## src/rtl/simon_pkg.sv

```systemverilog
// Shared types and helpers for the memory-tile game round sequencer:
// FSM state encoding, difficulty levels and key/length decoding.
package simon_pkg;

    localparam int unsigned MAX_LEN = 9;

    typedef logic [1:0] tile_t;

    typedef enum logic [3:0] {
        IDLE          = 4'd0,
        GEN           = 4'd1,
        SHOW_ON       = 4'd2,
        SHOW_HOLD     = 4'd3,
        SHOW_OFF      = 4'd4,
        SHOW_GAP      = 4'd5,
        INPUT_WAIT    = 4'd6,
        INPUT_RELEASE = 4'd7,
        WIN           = 4'd8,
        LOSE          = 4'd9
    } state_t;

    typedef enum logic [1:0] {
        LEVEL_EASY     = 2'd0,
        LEVEL_NORMAL   = 2'd1,
        LEVEL_HARD     = 2'd2,
        LEVEL_HARD_ALT = 2'd3
    } level_t;

    function automatic logic [3:0] level_len(input logic [1:0] lvl);
        case (lvl)
            LEVEL_EASY:   return 4'd3;
            LEVEL_NORMAL: return 4'd6;
            default:      return 4'd9;
        endcase
    endfunction

    // Index of the single asserted bit; callers guarantee a one-hot input.
    function automatic tile_t key_index(input logic [3:0] pressed);
        case (pressed)
            4'b0010: return 2'd1;
            4'b0100: return 2'd2;
            4'b1000: return 2'd3;
            default: return 2'd0;
        endcase
    endfunction

endpackage

```

## src/rtl/simon_round_sequencer_if.sv

```systemverilog
// Sequence-storage and tile-draw signals of the round sequencer.
// master = sequencer side, slave = storage/datapath side.
interface simon_round_sequencer_if;
    import simon_pkg::*;

    logic       seq_gen;
    logic [3:0] seq_addr;
    tile_t      seq_tile;
    logic       draw_req;
    tile_t      draw_tile;
    logic       draw_flash;
    logic       draw_done;

    modport master (
        output seq_gen, seq_addr, draw_req, draw_tile, draw_flash,
        input  seq_tile, draw_done
    );

    modport slave (
        input  seq_gen, seq_addr, draw_req, draw_tile, draw_flash,
        output seq_tile, draw_done
    );

endinterface

```

## src/rtl/simon_round_sequencer_cycle_timer.sv

```systemverilog
// Loadable down-counter shared by the flash-hold, gap and input-timeout phases.
// expired is high while the count sits at zero.
module cycle_timer #(
    parameter int unsigned TIMER_W = 25
) (
    input  logic               clock,
    input  logic               resetn,
    input  logic               load,
    input  logic [TIMER_W-1:0] load_val,
    output logic               expired
);

    logic [TIMER_W-1:0] count_q, count_d;

    always_comb begin
        count_d = count_q;
        if (load) begin
            count_d = load_val;
        end else if (count_q != '0) begin
            count_d = count_q - 1'b1;
        end
    end

    // NOTE: sequential state is written only with <= so every flop samples pre-edge values.
    always_ff @(posedge clock or negedge resetn) begin
        if (!resetn) begin
            count_q <= '0;
        end else begin
            count_q <= count_d;
        end
    end

    assign expired = (count_q == '0);

endmodule

```

## src/rtl/simon_round_sequencer.sv

```systemverilog
// Game controller: replays the stored tile sequence, then checks player presses.
// Optional build macro INPUT_TIMEOUT_EN adds a no-press timeout in INPUT_WAIT.
module simon_round_sequencer
    import simon_pkg::*;
#(
    parameter int unsigned FLASH_CYCLES   = 25000000,
    parameter int unsigned GAP_CYCLES     = 12500000,
    parameter int unsigned TIMER_W        = 25,
    parameter int unsigned TIMEOUT_CYCLES = 250000000
) (
    input  logic                    clock,
    input  logic                    resetn,
    input  logic                    start,
    input  logic [1:0]              level,
    input  logic [3:0]              player_key,
    output logic [3:0]              round,
    output logic                    busy,
    output logic                    win,
    output logic                    lose,
    simon_round_sequencer_if.master bus
);

    localparam int unsigned TIMER_MAX = (32'd1 << TIMER_W) - 32'd1;
    // Timer counts down to zero inclusive, so loading N-1 gives exactly N cycles.
    localparam logic [TIMER_W-1:0] FLASH_LOAD = TIMER_W'(FLASH_CYCLES - 1);
    localparam logic [TIMER_W-1:0] GAP_LOAD   = TIMER_W'(GAP_CYCLES - 1);

    if (FLASH_CYCLES < 1 || FLASH_CYCLES - 1 > TIMER_MAX ||
        GAP_CYCLES < 1 || GAP_CYCLES - 1 > TIMER_MAX || TIMEOUT_CYCLES < 1) begin : g_bad_timing
        $error("simon_round_sequencer: cycle counts must be >= 1 and fit in TIMER_W");
    end

`ifdef INPUT_TIMEOUT_EN
    localparam logic [TIMER_W-1:0] TIMEOUT_LOAD = TIMER_W'(TIMEOUT_CYCLES - 1);
    if (TIMEOUT_CYCLES - 1 > TIMER_MAX) begin : g_bad_timeout
        $error("simon_round_sequencer: TIMEOUT_CYCLES does not fit in TIMER_W");
    end
`endif

    state_t             state_q, state_d;
    logic [3:0]         idx_q, idx_d;
    logic [3:0]         round_q, round_d;
    logic [3:0]         target_len_q, target_len_d;
    logic               seq_gen_q, seq_gen_d;
    logic               draw_req_q, draw_req_d;
    tile_t              draw_tile_q, draw_tile_d;
    logic               draw_flash_q, draw_flash_d;
    logic [3:0]         key_meta_q, key_meta_d;
    logic [3:0]         key_sync_q, key_sync_d;
    logic               armed_q, armed_d;

    logic               timer_load;
    logic [TIMER_W-1:0] timer_val;
    logic               timer_expired;
    logic               key_press;
    logic               all_released;

    cycle_timer #(.TIMER_W(TIMER_W)) u_timer (
        .clock    (clock),
        .resetn   (resetn),
        .load     (timer_load),
        .load_val (timer_val),
        .expired  (timer_expired)
    );

    // A press needs all keys released on the previous cycle and exactly one low now.
    assign all_released = (key_sync_q == 4'hF);
    assign key_press    = armed_q && $onehot(~key_sync_q);

    // NOTE: every _d gets a default first so no path through the block infers a latch.
    always_comb begin
        state_d      = state_q;
        idx_d        = idx_q;
        round_d      = round_q;
        target_len_d = target_len_q;
        seq_gen_d    = 1'b0;
        draw_req_d   = draw_req_q;
        draw_tile_d  = draw_tile_q;
        draw_flash_d = draw_flash_q;
        key_meta_d   = player_key;
        key_sync_d   = key_meta_q;
        armed_d      = all_released;
        timer_load   = 1'b0;
        timer_val    = '0;

        if (start) begin
            state_d      = GEN;
            seq_gen_d    = 1'b1;
            round_d      = 4'd1;
            idx_d        = 4'd0;
            target_len_d = level_len(level);
            draw_req_d   = 1'b0;
        end else begin
            case (state_q)
                GEN: begin
                    idx_d   = 4'd0;
                    state_d = SHOW_ON;
                end
                SHOW_ON: begin
                    if (!draw_req_q) begin
                        draw_req_d   = 1'b1;
                        draw_tile_d  = bus.seq_tile;
                        draw_flash_d = 1'b1;
                    end else if (bus.draw_done) begin
                        draw_req_d = 1'b0;
                        timer_load = 1'b1;
                        timer_val  = FLASH_LOAD;
                        state_d    = SHOW_HOLD;
                    end
                end
                SHOW_HOLD: begin
                    if (timer_expired) state_d = SHOW_OFF;
                end
                SHOW_OFF: begin
                    if (!draw_req_q) begin
                        draw_req_d   = 1'b1;
                        draw_flash_d = 1'b0;
                    end else if (bus.draw_done) begin
                        draw_req_d = 1'b0;
                        timer_load = 1'b1;
                        timer_val  = GAP_LOAD;
                        state_d    = SHOW_GAP;
                    end
                end
                SHOW_GAP: begin
                    if (timer_expired) begin
                        if (idx_q + 4'd1 < round_q) begin
                            idx_d   = idx_q + 4'd1;
                            state_d = SHOW_ON;
                        end else begin
                            idx_d   = 4'd0;
                            state_d = INPUT_WAIT;
`ifdef INPUT_TIMEOUT_EN
                            timer_load = 1'b1;
                            timer_val  = TIMEOUT_LOAD;
`endif
                        end
                    end
                end
                INPUT_WAIT: begin
                    if (key_press) begin
                        state_d = (key_index(~key_sync_q) == bus.seq_tile) ? INPUT_RELEASE : LOSE;
                    end
`ifdef INPUT_TIMEOUT_EN
                    else if (timer_expired) begin
                        state_d = LOSE;
                    end
`endif
                end
                INPUT_RELEASE: begin
                    if (all_released) begin
                        if (idx_q + 4'd1 < round_q) begin
                            idx_d   = idx_q + 4'd1;
                            state_d = INPUT_WAIT;
`ifdef INPUT_TIMEOUT_EN
                            timer_load = 1'b1;
                            timer_val  = TIMEOUT_LOAD;
`endif
                        end else if (round_q == target_len_q) begin
                            state_d = WIN;
                        end else begin
                            round_d = (round_q == 4'(MAX_LEN)) ? round_q : round_q + 4'd1;
                            idx_d   = 4'd0;
                            state_d = SHOW_ON;
                        end
                    end
                end
                default: ;
            endcase
        end
    end

    always_ff @(posedge clock or negedge resetn) begin
        if (!resetn) begin
            state_q      <= IDLE;
            idx_q        <= 4'd0;
            round_q      <= 4'd0;
            target_len_q <= 4'd0;
            seq_gen_q    <= 1'b0;
            draw_req_q   <= 1'b0;
            draw_tile_q  <= 2'd0;
            draw_flash_q <= 1'b0;
            key_meta_q   <= 4'hF;
            key_sync_q   <= 4'hF;
            armed_q      <= 1'b1;
        end else begin
            state_q      <= state_d;
            idx_q        <= idx_d;
            round_q      <= round_d;
            target_len_q <= target_len_d;
            seq_gen_q    <= seq_gen_d;
            draw_req_q   <= draw_req_d;
            draw_tile_q  <= draw_tile_d;
            draw_flash_q <= draw_flash_d;
            key_meta_q   <= key_meta_d;
            key_sync_q   <= key_sync_d;
            armed_q      <= armed_d;
        end
    end

    assign bus.seq_gen    = seq_gen_q;
    assign bus.seq_addr   = idx_q;
    assign bus.draw_req   = draw_req_q;
    assign bus.draw_tile  = draw_tile_q;
    assign bus.draw_flash = draw_flash_q;

    assign round = round_q;
    assign busy  = !(state_q inside {IDLE, WIN, LOSE});
    assign win   = (state_q == WIN);
    assign lose  = (state_q == LOSE);

endmodule
```

## src/flat_wrapper.sv

```systemverilog
// flat-port wrapper written by rule: the top's interface ports become plain ports
module simon_round_sequencer_flat import simon_pkg::*;
#(
    parameter int unsigned FLASH_CYCLES   = 25000000,
    parameter int unsigned GAP_CYCLES     = 12500000,
    parameter int unsigned TIMER_W        = 25,
    parameter int unsigned TIMEOUT_CYCLES = 250000000
)
  (clock, resetn, start, level, player_key, round, busy, win, lose, bus_seq_gen, bus_seq_addr, bus_draw_req, bus_draw_tile, bus_draw_flash, bus_seq_tile, bus_draw_done);
  simon_round_sequencer_if bus_i ();
  input  logic clock;
  input  logic resetn;
  input  logic start;
  input  logic [1:0] level;
  input  logic [3:0] player_key;
  output logic [3:0] round;
  output logic busy;
  output logic win;
  output logic lose;
  output wire logic [$bits(bus_i.seq_gen)-1:0] bus_seq_gen;
  output wire logic [$bits(bus_i.seq_addr)-1:0] bus_seq_addr;
  output wire logic [$bits(bus_i.draw_req)-1:0] bus_draw_req;
  output wire logic [$bits(bus_i.draw_tile)-1:0] bus_draw_tile;
  output wire logic [$bits(bus_i.draw_flash)-1:0] bus_draw_flash;
  input wire logic [$bits(bus_i.seq_tile)-1:0] bus_seq_tile;
  input wire logic [$bits(bus_i.draw_done)-1:0] bus_draw_done;
  assign bus_seq_gen = bus_i.seq_gen;
  assign bus_seq_addr = bus_i.seq_addr;
  assign bus_draw_req = bus_i.draw_req;
  assign bus_draw_tile = bus_i.draw_tile;
  assign bus_draw_flash = bus_i.draw_flash;
  assign bus_i.seq_tile = bus_seq_tile;
  assign bus_i.draw_done = bus_draw_done;
  simon_round_sequencer #(.FLASH_CYCLES(FLASH_CYCLES), .GAP_CYCLES(GAP_CYCLES), .TIMER_W(TIMER_W), .TIMEOUT_CYCLES(TIMEOUT_CYCLES)) u_core (.clock(clock), .resetn(resetn), .start(start), .level(level), .player_key(player_key), .round(round), .busy(busy), .win(win), .lose(lose), .bus(bus_i));
endmodule
```

## config.mk

```make
export PLATFORM = sky130hd
export DESIGN_NAME = simon_round_sequencer_flat
export DESIGN_NICKNAME = d
export VERILOG_FILES = /design/src/rtl/simon_pkg.sv /design/src/rtl/simon_round_sequencer_if.sv /design/src/rtl/simon_round_sequencer_cycle_timer.sv /design/src/rtl/simon_round_sequencer.sv /design/src/flat_wrapper.sv
export SDC_FILE = /design/constraint.sdc
export NUM_CORES = 1
export LEC_CHECK = 0
export ABC_AREA = 1
export CORE_MARGIN = 2
export CORE_UTILIZATION = 40
export DETAILED_ROUTE_END_ITERATION = 10
export GPL_ROUTABILITY_DRIVEN = 1
export SYNTH_ARGS = -nofsm -noshare
export SYNTH_HDL_FRONTEND = slang
export SYNTH_SLANG_ARGS = --single-unit
```

## constraint.sdc

```tcl
create_clock -name clock -period 3.9 [get_ports clock]
set_clock_uncertainty 0.1 [all_clocks]
set_input_delay 0.39 -clock clock [delete_from_list [all_inputs] [get_ports clock]]
set_output_delay 0.39 -clock clock [all_outputs]
set_load 0.03 [all_outputs]
```

After elaboration in Yosys (flattened, before gate mapping) --
Cells that the tools add are included.
Word-level totals: flip-flop bits (word level) 55, word-level logic and storage cells 126, output and inout bits 16, input port bits 12
Operators by class: mux-type cells 52, add/subtract/negate cells 6, reductions and logical operators 20, $lt $le $gt $ge 1, bitwise logic cells 3, equality and inequality tests 32
Operators by type and width (count):
- 25-bit 2-to-1 mux | 6
- 4-bit 2-to-1 mux | 24
- 25-bit case mux with 2 select lines | 1
- 4-bit case mux with 7 select lines | 1
- 25-bit zero test | 1
- 25-bit nonzero test | 1
- 25-bit by 1-bit subtractor with 25-bit output, second input constant | 1
- 24-bit 2-to-1 mux | 1
- 4-bit by 3-bit equality test with 1-bit output, second input constant | 5
- 4-bit equality test, second input constant | 5
- 3-bit by 2-bit != test with 1-bit output, second input constant | 6
- 4-bit by 2-bit equality test with 1-bit output, second input constant | 3
- 4-bit case mux with 3 select lines | 1
- 1-bit 2-to-1 mux | 11
- 2-bit != test, second input constant | 5
- 2-bit nonzero test | 5
- 9-bit AND reduction | 1
- 4-bit by 1-bit adder with 4-bit output, second input constant | 2
- 4-bit case mux with 2 select lines | 1
- 4-bit AND reduction | 2
- 8-bit nonzero test | 1
- 2-bit 2-to-1 mux | 3
- 3-bit != test, second input constant | 2
- 2-bit case mux with 3 select lines | 1
- 22 further kinds | 24

Logic depth before layout (Yosys ltp) --
Gate-level depths: netlist (run 1).
depth in word-level cells 13, depth in mapped cells 14, gate-level depth less buffers 14

Modules after synthesis --
Synthesis (run 1) repeated with hierarchy kept, for this count alone.
Second synthesis, totals: cell total of the unflattened synthesis 488, area total of the unflattened synthesis 3651.0 sq um
Modules (own cells, without submodules):
- simon_round_sequencer | area each 1909.3 sq um, times used 1, seq. area each 762.0 sq um, cells an instance 255
- cycle_timer | area each 1741.7 sq um, times used 1, seq. area each 625.6 sq um, cells an instance 233

Worst setup path after synthesis (run 1) --
No wires, ideal clock.
path type register to register, start register u_core.key_sync_q[0], end register u_core.state_q[3], cell stages (with the launch flop) 15, data arrival time 2.126 ns, setup time 0.116 ns, required time 3.684 ns, period minus slack after synthesis 2.342 ns, setup slack 1.558 ns, cell sequence dfstp_2 > inv_1 > ha_1 > ha_1 > fa_1 > inv_1 > nand2_1 > nor2_1 > nor2_1 > a21oi_1 > nand2_2 > nand2_2 > nand2_2 > nand2_1 > nand2_1
Between the ends: cells in the longest elaborated chain, start to end 11, elaborated cells on any way between the ends 21, those cells by class add/sub: 2; eq/ne: 8; mux: 8; bitwise: 1; reduce/logical: 2
RTL lines:
- from (decl) | RTL line simon_round_sequencer.sv:49 | logic [3:0] key_sync_q, key_sync_d;
- from (signal assigned) | RTL line simon_round_sequencer.sv:196 | key_sync_q <= key_sync_d;
- 4-bit inverter | RTL line simon_round_sequencer.sv:68, simon_round_sequencer.sv:142
- 4-bit equality test, or another cell as far along | RTL line simon_pkg.sv:39 | case (pressed)
- 2-bit case mux with 3 select lines | RTL line simon_pkg.sv:39
- 2-bit 2-to-1 mux | RTL line simon_round_sequencer.sv:141 | if (key_press) begin
- 2-bit 2-to-1 mux | RTL line simon_round_sequencer.sv:94 | case (state_q)
- 2-bit 2-to-1 mux | RTL line simon_round_sequencer.sv:86 | if (start) begin
- 2-bit equality test | RTL line simon_round_sequencer.sv:142 | state_d = (key_index(~key_sync_q) == bus.seq_tile) ? INPUT_RELEASE : LOSE;
- 4-bit 2-to-1 mux | RTL line simon_round_sequencer.sv:142
- 4-bit 2-to-1 mux | RTL line simon_round_sequencer.sv:141
- 4-bit case mux with 7 select lines | RTL line simon_round_sequencer.sv:94
- 4-bit 2-to-1 mux | RTL line simon_round_sequencer.sv:86
- to (signal assigned) | RTL line simon_round_sequencer.sv:187 | state_q <= state_d;
- to (decl) | RTL line simon_round_sequencer.sv:40 | state_t state_q, state_d;
Several ways; a longest one is shown, not always the timed one. The select of a mux whose other input is x is not followed. A chain may end at the register's enable or synchronous reset.

Worst setup path after layout (run 1) --
start register u_core.key_sync_q[2], end register u_core.state_q[1]
Same word-level chain as after synthesis.

==> results.py, run 1 <==
metrics = {
    "routing": {
        "routedWlPerCell_um": 12.19,
        "num_vias": 2928,
        "drt-initial-drc-count": 110,
        "ant_nets": 0,
        "drt-vias-per-instance": 4.777,
        "dr.pass1.iters": 4,
        "drc": 0,
        "wirelength_um": 7473,
    },
    "placed_design": {
        "gp_congestion": 0.8636,
        "place_hpwl_um": 5735,
        "port_buffers": 27,
        "pre_cts_slack_ns": 1.432,
    },
    "min_path": {
        "hp-start": "u_core.key_meta_q[3]",
        "hold_class": "flop to flop",
        "holdPathStages": 0,
        "hold-path-endpoint": "u_core.key_sync_q[3]",
    },
    "timing": {
        "layout_setup_ws_ns": 1.425,
        "fmax_ghz": 0.4041,
        "setup_viol": 0,
        "rsz0062_at_grt": "no",
        "slew_violations": 0,
        "setup_tns_ns": 0,
        "period_minus_slack_ns": 2.475,
        "hold_viol": 0,
        "min_period_over_period": 0.6345,
        "tightest_slew_ns": 0.5656,
        "fin_hold_ws_ns": 0.2593,
        "relSlewSlack": 0.6229,
    },
    "clock_tree": {
        "h-tree-depth": 2,
        "cts_sinks": 55,
        "cts_tree": "built",
        "hold_buffers": 1,
        "numCtsBuffers": 5,
        "cts_setup_buffers": 0,
        "root_buffer": "clkbuf_8",
        "cts_resized": 0,
        "worstSkewPairLatency_ns": 0.32,
        "clk_path_buf_depth": 2,
        "clk_pin_slew_worst_paths_ns": 0.10,
    },
    "power_and_ir_drop": {
        "power.density_nw_per_um2": 567.6,
        "power_leakage_nw": 1.950,
        "ir_worst_vdd_uv": 327.9,
    },
    "synth": {
        "syn_area_um2": 3566,
        "synth_area_leaders": "dfrtp_1 (32%), nand2_1 (13%), dfstp_2 (6.6%)",
        "synth_cells": 474,
        "synth_top_area_cell": "dfrtp_1",
        "ys_ff_latch": 55,
        "syn_nets": 503,
        "yosysUniqueCellTypes": 42,
        "synth_warnings": 0,
        "yosysSeqAreaShare": 0.3891,
        "synth_top_cell_area_share": 0.3228,
        "syn_area_per_cell_um2": 7.523,
    },
    "cells_and_area": {
        "num_antenna_cells": 0,
        "multi_input_area_um2": 1884,
        "regArea_um2": 1388,
        "area_growth_pct": 13.68,
        "filler_cell_count": 862,
        "final_cell_mix": "nand2_1 (126), inv_1 (59), nor2_1 (54)",
        "num-nets-final": 533,
        "drive_above_1_share": 0.1307,
        "layout_commonest_cell": "nand2_1",
    },
    "die": {
        "fp.dieW_um": 98.42,
        "fp-row-count": 34,
        "core_um2": 8678,
        "start_util": 0.4109,
        "io_pins": 28,
        "die_h_um": 98.42,
        "dieArea_um2": 9687,
    },
    "critical_path": {
        "rr_startpoint": "u_core.key_sync_q[2]",
        "max_stage_delay_ns": 0.56,
        "crit_family": "adder cells",
        "path_max_fanout": 4,
        "cpMaxStageDelayCell": "dfstp_2",
        "arrival_ns": 2.59,
        "cp_cell_sequence": "inv_1, ha_1, ha_1, fa_1, inv_1, nand2_1, nor2_1, nor2_1, a21oi_1, nand2_2, nand2_2, nand2_2, nand2_1, nand2_1",
        "cp.required_ns": 4.02,
        "endpoint_kind": "flop",
        "rr_endpoint": "u_core.state_q[1]",
        "critical_path.startpoint_type": "flop",
        "worst-path-buf-inv": 2,
        "reg2reg_depth": 14,
        "criticalPathCategory": "flop to flop",
        "r2r_slack_ns": 1.43,
    },
    "global_routing": {
        "grt_util_all_layers": 0.1647,
        "grt_max_degree": 32,
        "grt.overflow.total": 0,
        "grt_pass1_wl_um": 13130,
        "grt_antenna_before_repair": 0,
        "grt_pass1_vias": 2837,
    },
    "flow_run": {
        "maxCapViolCount": 0,
    },
    "outcome": {
        "outcome": "completed",
    },
}
==> cells by family after synthesis <==
family,Yosys count,share of synthesized area
xor gates and xnor gates,9,0.02211
and+or+nand+nor,269,0.3586
adders and majority gates,17,0.06175
AOI/OAI and AO/OA,51,0.08597
buffers and inverters,73,0.08246
DFF,55,0.3891
==> layout make-up <==
class / count / share of cell area
Multi-Input combinational cell: 346 / 0.4648
Sequential cell: 55 / 0.3423
Timing Repair Buffer: 29 / 0.06975
Inverter: 67 / 0.06265
Tap cell: 108 / 0.03333
Clock buffer: 6 / 0.01790
Clock inverter: 2 / 0.009259
==> flip-flops by register name, indices dropped and copies added (netlist names) <==
| register | count |
|---|---|
| u_core.bus.seq_gen | 1 |
| u_core.bus.draw_req | 1 |
| u_core.armed_q | 1 |
| u_core.key_meta_q | 4 |
| u_core.bus.seq_addr | 4 |
| u_core.bus.draw_flash | 1 |
| u_core.target_len_q | 4 |
| u_core.state_q | 4 |
| u_core.round | 4 |
| u_core.bus.draw_tile | 2 |
| u_core.u_timer.count_q | 25 |
| u_core.key_sync_q | 4 |
==> synthesized netlist by cell type <==
master,instances
a31o_2,1
a21boi_0,1
a31oi_1,1
buf_6,1
fa_1,1
a21oi_2,1
buf_4,2
nand3_4,1
o31ai_4,1
o21ai_1,5
or2_2,2
inv_4,1
nor4_1,1
nand4_1,10
nor3_1,10
nand3b_1,4
and2_1,1
o21ai_0,11
xnor2_1,6
buf_1,1
inv_1,59
nand2_4,3
buf_2,2
nand2_1,126
nand3_1,27
xor2_1,3
a211oi_1,1
nor2_1,54
dfrtp_1,46
ha_1,16
nand3_2,1
inv_2,7
a21oi_4,1
dfstp_2,9
o21bai_1,2
nand3b_4,1
nor2_4,6
nor2_2,12
nand2_2,9
o31ai_1,2
a21oi_1,24
nor2_8,1
==> report_power, final <==
part           total, mW  leakage, nW  internal [mW]  switching (mW)
Clock              0.389       0.0514          0.192           0.197
Combinational      0.994         1.23          0.385           0.609
Sequential         0.917        0.673          0.730           0.187
==> how the worst max path moves through the flow <==
stage                   endpoint  cells past startpoint                 start  slack (ns)
2_1_floorplan  u_core.state_q[3]                     14  u_core.key_sync_q[0]        1.56
4_1_cts        u_core.state_q[1]                     14  u_core.key_sync_q[2]        1.42
3_3_place_gp   u_core.state_q[2]                     14  u_core.key_sync_q[2]        1.48
3_5_place_dp   u_core.state_q[1]                     14  u_core.key_sync_q[2]        1.43
6_report       u_core.state_q[1]                     14  u_core.key_sync_q[2]        1.43
5_1_grt        u_core.state_q[2]                     14  u_core.key_sync_q[0]        1.22
==> stage by stage <==
step | utilization | instance area [µm²] | power [mW] | std cells
2_1_floorplan | - | 3566 | 1.690 | 474
3_3_place_gp | 0.4533 | 3934 | 1.912 | 604
3_5_place_dp | 0.4533 | 3934 | 1.922 | 604
4_1_cts | 0.4671 | 4054 | 2.322 | 613
5_1_grt | 0.4671 | 4054 | 2.501 | 613
6_report | 0.4671 | 4054 | 2.301 | 613
==> routing by layer <==
| metal | global-route usage | wire [µm] | up-vias |
|---|---|---|---|
| li1 | - | - | 1570 |
| met1 | 0.2193 | 3567 | 1307 |
| met2 | 0.2826 | 3576 | 46 |
| met3 | 0.02199 | 254 | 5 |
| met4 | 0.04636 | 75 | 0 |
| met5 | 0 | 0 | - |
Note: power is estimated with default switching activity, not from simulation.
==> run 2: changes to the inputs <==
==> constraint.sdc (replaced) <==
create_clock -name clock -period 2.2 [get_ports clock]
set_clock_uncertainty 0.1 [all_clocks]
set_input_delay 0.22 -clock clock [delete_from_list [all_inputs] [get_ports clock]]
set_output_delay 0.22 -clock clock [all_outputs]
set_load 0.03 [all_outputs]
==> run 2 against run 1 <==
  * The flow now finishes with violations (negative setup slack)
  * Global-route usage rose by 1.1 points
  * Routed wire length up 8.2%
  * Die area did not move
  * Combinational power rose by 87%
  * Cell count grew 2.1%
  * Largest cell class unchanged
  * Largest power group unchanged
  * Highest routed layer unchanged
==> results.py, run 2 (synthesis gave the netlist of run 1 again) <==
metrics = {
    "min_path": {
        "hold-path-endpoint": "u_core.key_meta_q[3]",
        "hp-start": "player_key[3]",
        "hold_class": "input pin to flop",
        "holdPathStages": 1,
    },
    "critical_path": {
        "arrival_ns": 2.48,
        "crit_start": "u_core.key_sync_q[1]",
        "cp_cell_sequence": "inv_2, ha_4, ha_4, fa_1, inv_1, nand2_1, nor2_1, nor2_1, a21oi_2, nand2_2, nand2_4, nand2_4, nand2_2, nand2_2",
        "critical_path.startpoint_type": "flop",
        "rr_startpoint": "u_core.key_sync_q[1]",
        "path_common_cell": "nand2_2",
        "endpoint_kind": "flop",
        "rr_endpoint": "u_core.state_q[2]",
        "criticalPathCategory": "flop to flop",
        "cp.required_ns": 2.33,
        "reg2reg_depth": 14,
        "r2r_slack_ns": -0.15,
        "max_stage_delay_ns": 0.56,
        "path_max_fanout": 4,
        "cpMaxStageDelayCell": "dfstp_2",
    },
    "placed_design": {
        "port_buffers": 27,
        "gp_congestion": 0.9046,
        "place_area_um2": 4046,
        "pre_cts_slack_ns": -0.1775,
        "place_hpwl_um": 6280,
    },
    "flow_run": {
        "maxCapViolCount": 0,
    },
    "power_and_ir_drop": {
        "power.density_nw_per_um2": 987.1,
        "p_sw_mw": 1.841,
        "p_sw_frac": 0.4384,
        "power_leakage_nw": 2.048,
        "ir_worst_vdd_uv": 500.3,
        "p_clk_frac": 0.168,
        "report.power.total_mw": 4.199,
        "comb_power_share": 0.443,
        "intPower_mw": 2.358,
        "power_frac_seq": 0.389,
    },
    "cells_and_area": {
        "num-nets-final": 546,
        "final_cell_mix": "nand2_1 (121), inv_1 (56), nor2_1 (54)",
        "num_antenna_cells": 0,
        "drive_above_1_share": 0.1873,
        "fin_util": 0.4902,
        "area_growth_pct": 19.30,
        "largest_register_ffs": 25,
        "fin_area_um2": 4254,
        "regMostFlops": "u_core.u_timer.count_q",
        "filler_cell_count": 860,
        "layout_commonest_cell": "nand2_1",
    },
    "routing": {
        "routedWlPerCell_um": 12.92,
        "drt-initial-drc-count": 134,
        "drc": 0,
        "num_vias": 3087,
        "drt-vias-per-instance": 4.931,
        "ant_nets": 0,
        "dr.pass1.iters": 5,
        "wirelength_um": 8088,
    },
    "outcome": {
        "outcome": "complete, but fails checks",
        "failed_checks": "negative setup slack",
    },
    "clock_tree": {
        "h-tree-depth": 2,
        "cts_sinks": 55,
        "clk_path_buf_depth": 2,
        "numCtsBuffers": 5,
        "root_buffer": "clkbuf_8",
        "worstSkewPairLatency_ns": 0.32,
        "clk_pin_slew_worst_paths_ns": 0.11,
        "cts_tree": "built",
    },
    "global_routing": {
        "grt_pass1_vias": 2880,
        "grt.overflow.total": 0,
        "grt_util_all_layers": 0.1753,
        "grt_antenna_before_repair": 0,
        "grt_pass1_wl_um": 13740,
        "grt_max_degree": 24,
    },
    "die": {
        "core_um2": 8678,
        "dieArea_um2": 9687,
        "die_h_um": 98.42,
        "fp.dieW_um": 98.42,
        "start_util": 0.4109,
        "fp-row-count": 34,
        "io_pins": 28,
    },
    "timing": {
        "tightest_slew_ns": 0.5067,
        "fmax_ghz": 0.4249,
        "hold_viol": 0,
        "rsz0062_at_grt": "yes",
        "min_period_over_period": 1.070,
        "layout_setup_ws_ns": -0.1532,
        "period_minus_slack_ns": 2.353,
        "relSlewSlack": 0.6622,
        "slew_violations": 0,
        "setup_viol": 4,
    },
}
## run 2: worst max-delay path by stage
stage / cells past startpoint / to
2_1_floorplan: 14 / u_core.state_q[3]
3_3_place_gp: 14 / u_core.state_q[1]
3_5_place_dp: 14 / u_core.state_q[2]
4_1_cts: 14 / u_core.state_q[2]
5_1_grt: 14 / u_core.state_q[3]
6_report: 14 / u_core.state_q[2]
## run 2: area by class of cell
cell class	instances	area, µm²	share of cell area
clock inverters	2	38.79	0.009118
inverters	67	254.0	0.05971
flip-flops and latches	55	1390	0.3268
well taps	108	135.1	0.03176
repair buffers	42	384.1	0.09029
multi-input cells	346	1979	0.4653
clock buffers	6	72.57	0.01706
## run 2: layer usage
layer | global-route usage | part of all wire | vias to the layer above
li1 | - | - | 1592
met3 | 0.03546 | 0.046 | 7
met5 | 0 | 0 | -
met1 | 0.2286 | 0.45 | 1422
met2 | 0.3040 | 0.50 | 66
met4 | 0.03583 | 0.0078 | 0
## run 2: critical path: cells and delay by family (launching register included)
kind | cells | cell delay (ns)
compound gates | 1 | 0.11
fa+ha+maj | 3 | 0.82
buf+inv | 2 | 0.12
flops | 1 | 0.56
simple gates | 8 | 0.54
## run 2: timing repair
action | 4_1_cts | 5_1_grt
pin swaps | 4 | 5
buffers inserted | 2 | 1
setup endpoints to repair | 5 | 13
endpoints found under the hold margin | 12 | 0
gates resized for setup | 1 | 18
hold buffers | 1 | 0
## run 2: through the flow
step	hold WS, ns	instances	setup TNS, ns
detailed placement	0.1317	614	-0.6445
global placement	0.1347	614	-0.4207
global route	0.1819	626	-0.9636
floorplan	-0.1756	474	-0.1995
CTS	0.1795	625	-0.6919
finish	0.1876	626	-0.5922
## run 2: power by group through the flow
| stage | logic (mW) | clock network [mW] | registers [mW] |
|---|---|---|---|
| finish | 1.86 | 0.707 | 1.63 |
| global placement | 1.77 | 0 | 1.64 |
| CTS | 1.82 | 0.731 | 1.63 |
| floorplan | 1.40 | 0 | 1.61 |
| global route | 2.10 | 0.768 | 1.68 |
| detailed placement | 1.82 | 0 | 1.64 |
